--- src/rtl/unit_literal_select_if.sv ---
// Shared literal/clause/formula types and the start/result bundle between
// the driver of a literal selection and unit_literal_select.
package unit_literal_select_pkg;

    localparam int unsigned NUM_CLAUSES     = 10;
    localparam int unsigned LITS_PER_CLAUSE = 5;
    localparam int unsigned IDX_W           = 4;
    localparam int unsigned VAR_W           = 3;

    typedef struct packed {
        logic [VAR_W-1:0] var_id;
        logic             pol;
    } lit_t;

    typedef struct packed {
        logic [IDX_W-1:0]                count;
        lit_t [LITS_PER_CLAUSE-1:0]      lits;
    } clause_t;

    typedef struct packed {
        logic [IDX_W-1:0]                count;
        clause_t [NUM_CLAUSES-1:0]       clauses;
    } formula_t;

    localparam lit_t zero_lit = '0;

endpackage

interface unit_literal_select_if;
    import unit_literal_select_pkg::*;

    logic     start;
    formula_t in_formula;
    logic     busy;
    logic     done;
    logic     find;
    lit_t     sel_lit;
    logic     sel_valid;
    logic     is_unit;
    logic     conflict;
    logic     sat;
    formula_t out_formula;

    modport master (
        output start, in_formula,
        input  busy, done, find, sel_lit, sel_valid, is_unit, conflict, sat, out_formula
    );

    modport slave (
        input  start, in_formula,
        output busy, done, find, sel_lit, sel_valid, is_unit, conflict, sat, out_formula
    );

endinterface

--- src/rtl/unit_literal_select.sv ---
// Scans a latched formula one clause per cycle and picks the next literal to
// propagate: first unit clause, else first multi-literal clause's lits[0].
module unit_literal_select
    import unit_literal_select_pkg::*;
(
    input  logic                  clock,
    input  logic                  reset,
    unit_literal_select_if.slave  bus
);

    typedef enum logic [1:0] {
        IDLE = 2'd0,
        SCAN = 2'd1,
        DONE = 2'd2
    } state_t;

    state_t           state, state_d;
    logic [IDX_W-1:0] idx, idx_d;
    logic             cand_valid, cand_valid_d;
    lit_t             cand_lit, cand_lit_d;
    formula_t         formula_q, formula_d;

    lit_t             sel_lit_q, sel_lit_d;
    logic             sel_valid_q, sel_valid_d;
    logic             is_unit_q, is_unit_d;
    logic             conflict_q, conflict_d;
    logic             sat_q, sat_d;
    logic             done_q, done_d;
    logic             find_q, find_d;
    logic             busy_q, busy_d;

    logic [IDX_W-1:0] clause_idx_c;
    clause_t          cur_clause_c;
    logic             scan_end_c;

    // Saturated idx never addresses past the clause array.
    always_comb begin
        clause_idx_c = (idx < IDX_W'(NUM_CLAUSES)) ? idx : '0;
        cur_clause_c = formula_q.clauses[clause_idx_c];
        scan_end_c   = (idx >= formula_q.count) || (idx >= IDX_W'(NUM_CLAUSES));
    end

    always_ff @(posedge clock) begin
        if (reset) begin
            state       <= IDLE;
            idx         <= '0;
            cand_valid  <= 1'b0;
            cand_lit    <= zero_lit;
            formula_q   <= '0;
            sel_lit_q   <= zero_lit;
            sel_valid_q <= 1'b0;
            is_unit_q   <= 1'b0;
            conflict_q  <= 1'b0;
            sat_q       <= 1'b0;
            done_q      <= 1'b0;
            find_q      <= 1'b0;
            busy_q      <= 1'b0;
        end else begin
            state       <= state_d;
            idx         <= idx_d;
            cand_valid  <= cand_valid_d;
            cand_lit    <= cand_lit_d;
            formula_q   <= formula_d;
            sel_lit_q   <= sel_lit_d;
            sel_valid_q <= sel_valid_d;
            is_unit_q   <= is_unit_d;
            conflict_q  <= conflict_d;
            sat_q       <= sat_d;
            done_q      <= done_d;
            find_q      <= find_d;
            busy_q      <= busy_d;
        end
    end

    always_comb begin
        state_d      = state;
        idx_d        = idx;
        cand_valid_d = cand_valid;
        cand_lit_d   = cand_lit;
        formula_d    = formula_q;
        sel_lit_d    = sel_lit_q;
        sel_valid_d  = sel_valid_q;
        is_unit_d    = is_unit_q;
        conflict_d   = conflict_q;
        sat_d        = sat_q;
        done_d       = 1'b0;
        find_d       = 1'b0;
        busy_d       = 1'b0;

        case (state)
            IDLE: begin
                if (bus.start) begin
                    formula_d    = bus.in_formula;
                    idx_d        = '0;
                    cand_valid_d = 1'b0;
                    cand_lit_d   = zero_lit;
                    sel_lit_d    = zero_lit;
                    sel_valid_d  = 1'b0;
                    is_unit_d    = 1'b0;
                    conflict_d   = 1'b0;
                    sat_d        = 1'b0;
                    busy_d       = 1'b1;
                    state_d      = SCAN;
                end
            end

            SCAN: begin
                if (scan_end_c) begin
                    state_d = DONE;
                    done_d  = 1'b1;
                    if (cand_valid) begin
                        sel_lit_d   = cand_lit;
                        sel_valid_d = 1'b1;
                        is_unit_d   = 1'b0;
                        find_d      = 1'b1;
                    end else begin
                        sel_valid_d = 1'b0;
                        sat_d       = (formula_q.count == '0);
                    end
                end else if (cur_clause_c.count == '0) begin
                    state_d     = DONE;
                    done_d      = 1'b1;
                    conflict_d  = 1'b1;
                    sel_valid_d = 1'b0;
                end else if (cur_clause_c.count == IDX_W'(1)) begin
                    state_d     = DONE;
                    done_d      = 1'b1;
                    find_d      = 1'b1;
                    sel_lit_d   = cur_clause_c.lits[0];
                    sel_valid_d = 1'b1;
                    is_unit_d   = 1'b1;
                end else begin
                    // Oversized clause counts fall here too; lits[0] is still the pick.
                    if (!cand_valid) begin
                        cand_valid_d = 1'b1;
                        cand_lit_d   = cur_clause_c.lits[0];
                    end
                    busy_d = 1'b1;
                    idx_d  = (idx == IDX_W'(NUM_CLAUSES)) ? idx : idx + IDX_W'(1);
                end
            end

            DONE: begin
                state_d = IDLE;
            end

            default: begin
                state_d = IDLE;
            end
        endcase
    end

    assign bus.busy        = busy_q;
    assign bus.done        = done_q;
    assign bus.find        = find_q;
    assign bus.sel_lit     = sel_lit_q;
    assign bus.sel_valid   = sel_valid_q;
    assign bus.is_unit     = is_unit_q;
    assign bus.conflict    = conflict_q;
    assign bus.sat         = sat_q;
    assign bus.out_formula = formula_q;

endmodule

--- src/flat_wrapper.sv ---
// flat-port wrapper written by rule: the top's interface ports become plain ports
module unit_literal_select_flat import unit_literal_select_pkg::*;
  (clock, reset, bus_start, bus_in_formula, bus_busy, bus_done, bus_find, bus_sel_lit, bus_sel_valid, bus_is_unit, bus_conflict, bus_sat, bus_out_formula);
  unit_literal_select_if bus_i ();
  input  logic clock;
  input  logic reset;
  input wire logic [$bits(bus_i.start)-1:0] bus_start;
  input wire logic [$bits(bus_i.in_formula)-1:0] bus_in_formula;
  output wire logic [$bits(bus_i.busy)-1:0] bus_busy;
  output wire logic [$bits(bus_i.done)-1:0] bus_done;
  output wire logic [$bits(bus_i.find)-1:0] bus_find;
  output wire logic [$bits(bus_i.sel_lit)-1:0] bus_sel_lit;
  output wire logic [$bits(bus_i.sel_valid)-1:0] bus_sel_valid;
  output wire logic [$bits(bus_i.is_unit)-1:0] bus_is_unit;
  output wire logic [$bits(bus_i.conflict)-1:0] bus_conflict;
  output wire logic [$bits(bus_i.sat)-1:0] bus_sat;
  output wire logic [$bits(bus_i.out_formula)-1:0] bus_out_formula;
  assign bus_i.start = bus_start;
  assign bus_i.in_formula = bus_in_formula;
  assign bus_busy = bus_i.busy;
  assign bus_done = bus_i.done;
  assign bus_find = bus_i.find;
  assign bus_sel_lit = bus_i.sel_lit;
  assign bus_sel_valid = bus_i.sel_valid;
  assign bus_is_unit = bus_i.is_unit;
  assign bus_conflict = bus_i.conflict;
  assign bus_sat = bus_i.sat;
  assign bus_out_formula = bus_i.out_formula;
  unit_literal_select u_core (.clock(clock), .reset(reset), .bus(bus_i));
endmodule
--- config.mk ---
export PLATFORM = sky130hd
export DESIGN_NAME = unit_literal_select_flat
export DESIGN_NICKNAME = d
export VERILOG_FILES = /design/src/rtl/unit_literal_select_if.sv /design/src/rtl/unit_literal_select.sv /design/src/flat_wrapper.sv
export SDC_FILE = /design/constraint.sdc
export NUM_CORES = 1
export LEC_CHECK = 0
export ABC_AREA = 1
export BUFFER_PORTS_ARGS = -buffer_cell sky130_fd_sc_hd__buf_2
export CAP_MARGIN = 5
export CORE_AREA = 2 2 195 197
export CTS_CLUSTER_SIZE = 8
export DETAILED_ROUTE_END_ITERATION = 6
export DIE_AREA = 0 0 197 199
export HOLD_SLACK_MARGIN = 0.15
export PLACE_DENSITY_LB_ADDON = 0.12
export SYNTH_ARGS = -nofsm -noshare
export SYNTH_HDL_FRONTEND = slang
export SYNTH_SLANG_ARGS = --single-unit
--- constraint.sdc ---
create_clock -name clock -period 5.3 [get_ports clock]
set_clock_uncertainty 0.05 [all_clocks]
set_input_delay 1.06 -clock clock [delete_from_list [all_inputs] [get_ports clock]]
set_output_delay 1.06 -clock clock [all_outputs]
set_load 0.005 [all_outputs]
**Yosys cells after proc, flatten, opt, wreduce, memory -nomap -nowiden**

Cells that the tools add are included.

- Reduce and logical (&&, ||, !) cells: 15
- Bitwise gates (word level): 1
- Eq/ne operators: 15
- Magnitude comparators: 4
- Mux-type cells: 54
- Add/subtract/negate cells: 1

Operators by type and width:

| operator | count |
|---|---|
| 24-bit binary-select mux with 4-bit select | 1 |
| 4-bit 2-to-1 mux | 14 |
| 1-bit 2-to-1 mux | 24 |
| 24-bit 2-to-1 mux | 1 |
| 4-bit case mux with 2 select lines | 3 |
| 2-bit != test, second input constant | 6 |
| 1-bit case mux with 2 select lines | 6 |
| 6-bit AND reduction | 2 |
| 5-bit AND reduction | 2 |
| 4-bit zero test | 2 |
| 2-bit 2-to-1 mux | 4 |
| 4-bit AND reduction | 2 |
| 3-bit by 2-bit != test with 1-bit output, second input constant | 2 |
| 4-bit by 5-bit < comparator with 1-bit output, second input constant | 1 |
| 4-bit by 1-bit adder with 4-bit output, second input constant | 1 |
| 4-bit by 1-bit equality test with 1-bit output, second input constant | 1 |
| 4-bit equality test, second input constant | 1 |
| 4-bit greater-or-equal comparator | 1 |
| 4-bit greater-or-equal comparator, second input constant | 1 |
| 4-bit < comparator, second input constant | 1 |
| 2-bit by 1-bit != test with 1-bit output, second input constant | 2 |
| 4-bit by 1-bit != test with 1-bit output, second input constant | 1 |
| 2-bit case mux with 2 select lines | 1 |
| 2-bit AND reduction | 2 |
| 8 further kinds | 8 |

- Logic and storage cells: 215
- Register bits after elaboration: 266

**Depth between registers and ports, before layout**

- Depth after elaboration: 9
- Depth in mapped cells: 16

**Worst setup path before layout**

Ideal clock, no wire load.

- Path type: register -> register
- Start point: reg u_core.idx[0]
- End point: reg u_core.is_unit_q, in the netlist u_core.bus.is_unit
- Cell stages (with the launch flop): 15
- Data arrival time: 2034 ps
- Period minus slack after synthesis: 2199 ps
- Data required time: 5135 ps
- Slack: 3101 ps
- Cells stage by stage: dfxtp_1 > buf_2 > inv_1 > ha_1 > nand4_1 > nand3_1 > nor2_2 > nand2_1 > clkinv_1 > nand2_2 > nand2_2 > nor2_4 > nand3_1 > nand2_1 > nor2_1

- Word-level cells in the longest chain between the ends: 7
- Elaborated cells on any way between the ends: 15

RTL lines:

| item | RTL line | RTL |
|---|---|---|
| start: declaration | unit_literal_select.sv:18 | `logic [IDX_W-1:0] idx, idx_d;` |
| start signal: assignment | unit_literal_select.sv:60 | `idx <= idx_d;` |
| 4-bit < comparator | unit_literal_select.sv:38 | `clause_idx_c = (idx < IDX_W'(NUM_CLAUSES)) ? idx : '0;` |
| 4-bit 2-to-1 mux | unit_literal_select.sv:38 |  |
| 24-bit binary-select mux with 4-bit select | unit_literal_select.sv:39 | `cur_clause_c = formula_q.clauses[clause_idx_c];` |
| 24-bit 2-to-1 mux (not written as such) | unit_literal_select.sv:39 |  |
| 4-bit by 1-bit equality test with 1-bit output / 4-bit zero test (equally long branches) | unit_literal_select.sv:125, unit_literal_select.sv:120 |  |
| 3-bit by 1-bit != test with 1-bit output (no line) / 3-bit by 2-bit != test with 1-bit output (equally long branches) | n/a |  |
| 5-bit AND reduction (no line) | n/a |  |
| end signal: assignment | unit_literal_select.sv:66 | `is_unit_q <= is_unit_d;` |
| end: declaration | unit_literal_select.sv:25 | `logic is_unit_q, is_unit_d;` |

Parallel ways exist; a longest one is shown, timed or not. The select of a mux whose other input is x is not followed.
A chain may end at the register's enable or synchronous reset.

**Worst setup path in the final report**

- Start point: reg u_core.idx[0]
- End point: reg u_core.sel_lit_q (netlist bit u_core.bus.sel_lit[3])

- Word-level cells in the longest chain between the ends: 8
- Elaborated cells on any way between the ends: 17

RTL lines:

| item | RTL line | RTL |
|---|---|---|
| branches (longest 8 deep; another with 4-bit < comparator) | n/a |  |
| end signal: assignment | unit_literal_select.sv:50 | `sel_lit_q <= zero_lit;` |
| end signal: assignment | unit_literal_select.sv:64 | `sel_lit_q <= sel_lit_d;` |
| end: declaration | unit_literal_select.sv:23 | `lit_t sel_lit_q, sel_lit_d;` |

Several ways; the timed one is not identified. The select of a mux whose other input is x is not followed.

==> summary.txt <==
Drt
  • Starting DRT DRC Count: between 500 and 600
  • Vias per cell: 4.59
  • DRC Markers: 0
  • Antenna-violating nets left: 0
  • Drt pass-1 iters: 5
  • Routed via count: roughly 11000
  • Final WL: between 40 and 50 mm
  • DR WL/cell: 17.5 um

Placed design
  • IO buf count: roughly 500
  • Pre-CTS setup slack: approximately 2.0 ns
  • Post-DP HPWL: between 20 and 30 mm
  • Placed instance area: 13000 um2
  • Final RePlAce weighted congestion: roughly 0.8

STA
  • Total Neg Setup Slack: 0 ns
  • Final worst-path cycle share: roughly 60%
  • Slew @ Worst Pin: between 1 and 1.5 ns
  • Final WS setup: roughly 2.1 ns
  • FMAX: roughly 0.31 GHz
  • Post-route minimum period: around 3.2 ns
  • Relative slew slack: between 20 and 30%
  • Final Slew Violations: 0
  • Unrepaired setup endpoints after global routing: false
  • Final setup viols: 0
  • Final Hold Vio Count: 0

Hold path
  • WHS Endpoint: u_core.bus.out_formula[139]
  • Hold Crit Class: reg -> reg
  • Worst Min Path Start: u_core.bus.out_formula[139]
  • Hold Path Depth: 2

Synthesis
  • Post-Syn Area: about 10000 um2
  • Count of cell types in the netlist: 32
  • Largest family of logic cells by synthesized area: simple AND/OR/NAND/NOR gates
  • Post-synthesis mux area share: 0%
  • Syn Area/Cell: around 7.4 um2
  • Xor/xnor share of the synthesized area: 0%
  • Seq cells post-synth: about 270
  • Mapped Nets: around 1600
  • Compound-gate portion of the synthesized area: between 10% and 20%
  • Post-synthesis adder-cell area fraction: less than 1%
  • Post-synthesis simple-gate area fraction: between 20% and 30%
  • Synth Instances: 1372
  • Seq/Total Area, Yosys: 52.5%
  • Synth warn: 0

Finish
  • Finished Core Util: 37.7%
  • Register area: 5330 um2
  • Most frequent cells in the layout: buf_2, nor2_1, dfxtp_1, o21ai_0, nand2_1
  • Share of layout cells above drive strength 1: between 30% and 40%
  • Fillcell total: about 4100
  • Multi-input logic area: between 4000 and 5000 um2
  • Finished Cell Area: 14000 um2
  • Layout Nets: between 2000 and 2500
  • Commonest non-fill, non-tap cell in the layout: buf_2
  • Syn-to-layout area delta: 37.9%

Run status
  • Outcome: finished clean

Worst setup path
  • Reg2reg start: u_core.idx[0]
  • Critical R2R Capture: u_core.bus.sel_lit[3]
  • CP endpoint kind: register
  • CP Class: reg -> reg
  • Worst r2r path cells: 14
  • Data arrival, critical path: between 3 and 4 ns
  • Worst Setup Start Kind: register
  • Crit path max-delay cell type: dfxtp_1
  • R2R Setup Slk: 2.11 ns
  • Req. time, crit path: roughly 5.7 ns
  • Slowest cell delay on critical path: between 0.8 and 0.9 ns
  • CP max FO: 22
  • Cells along the critical path: inv_1 > ha_1 > nor2_1 > o211ai_1 > nand3_1 > nor2_2 > nand2_1 > clkinv_1 > nand2_2 > nand2_2 > nor2_4 > nand3_1 > nand2_1 > nor2_1

Floorplan
  • Row count: slightly above 70
  • Die W: ~200 um
  • Vert. Die Dim: slightly below 200 um
  • Num ports: roughly 500
  • Initial Util: between 20% and 30%
  • Die area: about 39000 um2
  • Core Area: approximately 37000 um2

Power and ir drop
  • P_int: roughly 4 mW
  • P_sw: 1.67 mW
  • Clock Power Share: 38.6%
  • Sequential Power Share: a little over two fifths
  • Peak supply drop: roughly 0.00022 V
  • Pwr Density: between 400 and 500 nW/um2
  • Sw Ratio: ~30%
  • Comb power frac: between 10% and 20%
  • Tot Pwr: about 5.7 mW
  • Pleak: 6.86 nW

Clock tree
  • Clock Latency Late Sink: 0.53 ns
  • # hold bufs at CTS: 0
  • Depth of the CTS H-tree: 2
  • Clk slew on worst S/H paths: ~0.050 ns
  • Clk sinks: between 200 and 300
  • Maximum clock insertion buffer count: 3
  • CTS tree: yes
  • Post-CTS Resized: 0
  • Cts bufs inserted: 39
  • Post CTS Setup Buffer Count: 0
  • Root Driver: clkbuf_16

GRT
  • Largest net degree at the start of global routing: 150
  • Initial antenna violation count: 8
  • GRT Overall Usage: roughly a fifth
  • Vias in the first global route: between 10000 and 15000
  • GRT Residual Overflow: 0
  • First-pass GRT wire length: 59.4 mm

Flow run
  • Max_cap viols: 0
-- metal layers --
layer,up-vias,routed length (um),track usage (%)
met1,4814,16700,23.9
met2,357,19600,33.3
met4,6,1130,7.88
met3,83,3010,5.95
met5,-,37,0
li1,5331,-,-
-- final cells by class --
cell class / count / area share [%]
Timing Repair Buffer: 506 / 18.4
Inverter: 47 / 1.35
Clock buffer: 43 / 7.23
Tap cell: 474 / 4.24
Multi-Input combinational cell: 969 / 30.6
Antenna cell: 3 / 0.0537
Sequential cell: 266 / 38.1
Clock inverter: 1 / 0.0626
-- synth_stat cells (all sizes together) --
cell type / instances / area share [%]
or2: 5 / 0.31
o2111ai: 1 / 0.086
buf: 8 / 0.56
a21oi: 40 / 2.0
nand3: 46 / 2.3
o211ai: 10 / 0.74
o21ai: 255 / 13
nand2: 105 / 4.1
inv: 46 / 1.7
nor3: 2 / 0.099
nor4: 1 / 0.062
o31ai: 1 / 0.074
nor3b: 1 / 0.074
a31oi: 2 / 0.12
clkbuf: 82 / 3.0
nor2: 485 / 18
ha: 6 / 0.74
a22oi: 2 / 0.15
nand4: 4 / 0.25
clkinv: 1 / 0.037
dfxtp: 266 / 53
nand3b: 3 / 0.22
-- worst max-delay path by stage --
stage                       start                           to  slack, ns  depth (start not counted)
finish              u_core.idx[0]        u_core.bus.sel_lit[3]       2.11                         14
floorplan           u_core.idx[0]           u_core.bus.is_unit       3.10                         14
CTS                 u_core.idx[0]        u_core.bus.sel_lit[3]       2.11                         15
detailed placement      bus_start  u_core.bus.out_formula[136]       2.01                          6
global route        u_core.idx[0]        u_core.bus.sel_lit[1]       1.81                         15
global placement        bus_start  u_core.bus.out_formula[135]       2.03                          6
-- power groups by stage --
| stage | sequential [mW] | combinational [mW] | clock [mW] |
|---|---|---|---|
| floorplan | 2.42 | 0.582 | 0 |
| global placement | 2.43 | 1.09 | 0 |
| detailed placement | 2.44 | 1.10 | 0 |
| CTS | 2.40 | 1.10 | 2.26 |
| global route | 2.42 | 1.24 | 2.35 |
| finish | 2.39 | 1.08 | 2.19 |
-- logic make-up (layout without fill, tap and decap cells) --
group	after synthesis	after routing
AND/OR/NAND/NOR	652	652
AO/OA/AOI/OAI	311	311
flip-flops	266	266
buffers and inverters	137	597
adder cells (fa/ha/maj)	6	6
other	0	3
-- critical path: cells and delay by family, from the launching register on --
| family | cells | cell delay [ns] |
|---|---|---|
| flip-flops | 1 | 0.87 |
| AO/OA/AOI/OAI | 1 | 0.10 |
| AND/OR/NAND/NOR | 10 | 1.18 |
| adder cells (fa/ha/maj) | 1 | 0.30 |
| buffers and inverters | 2 | 0.56 |
-- metrics by stage --
step,cells,hold WS [ns]
final,2309,0.421
after floorplan,1372,0.390
after CTS,2306,0.419
after detailed placement,2262,0.411
after global placement,2262,0.405
after global routing,2309,0.438
-- sequential cells by signal (all words and copies together), names as in the netlist --
register                count
u_core.bus.is_unit          1
u_core.state                2
u_core.cand_lit             4
u_core.idx                  4
u_core.bus.sat              1
u_core.bus.sel_lit          4
u_core.bus.out_formula    244
u_core.bus.done             1
u_core.bus.sel_valid        1
u_core.bus.conflict         1
u_core.bus.busy             1
u_core.bus.find             1
u_core.cand_valid           1
Power figures use the tool's default switching activity.
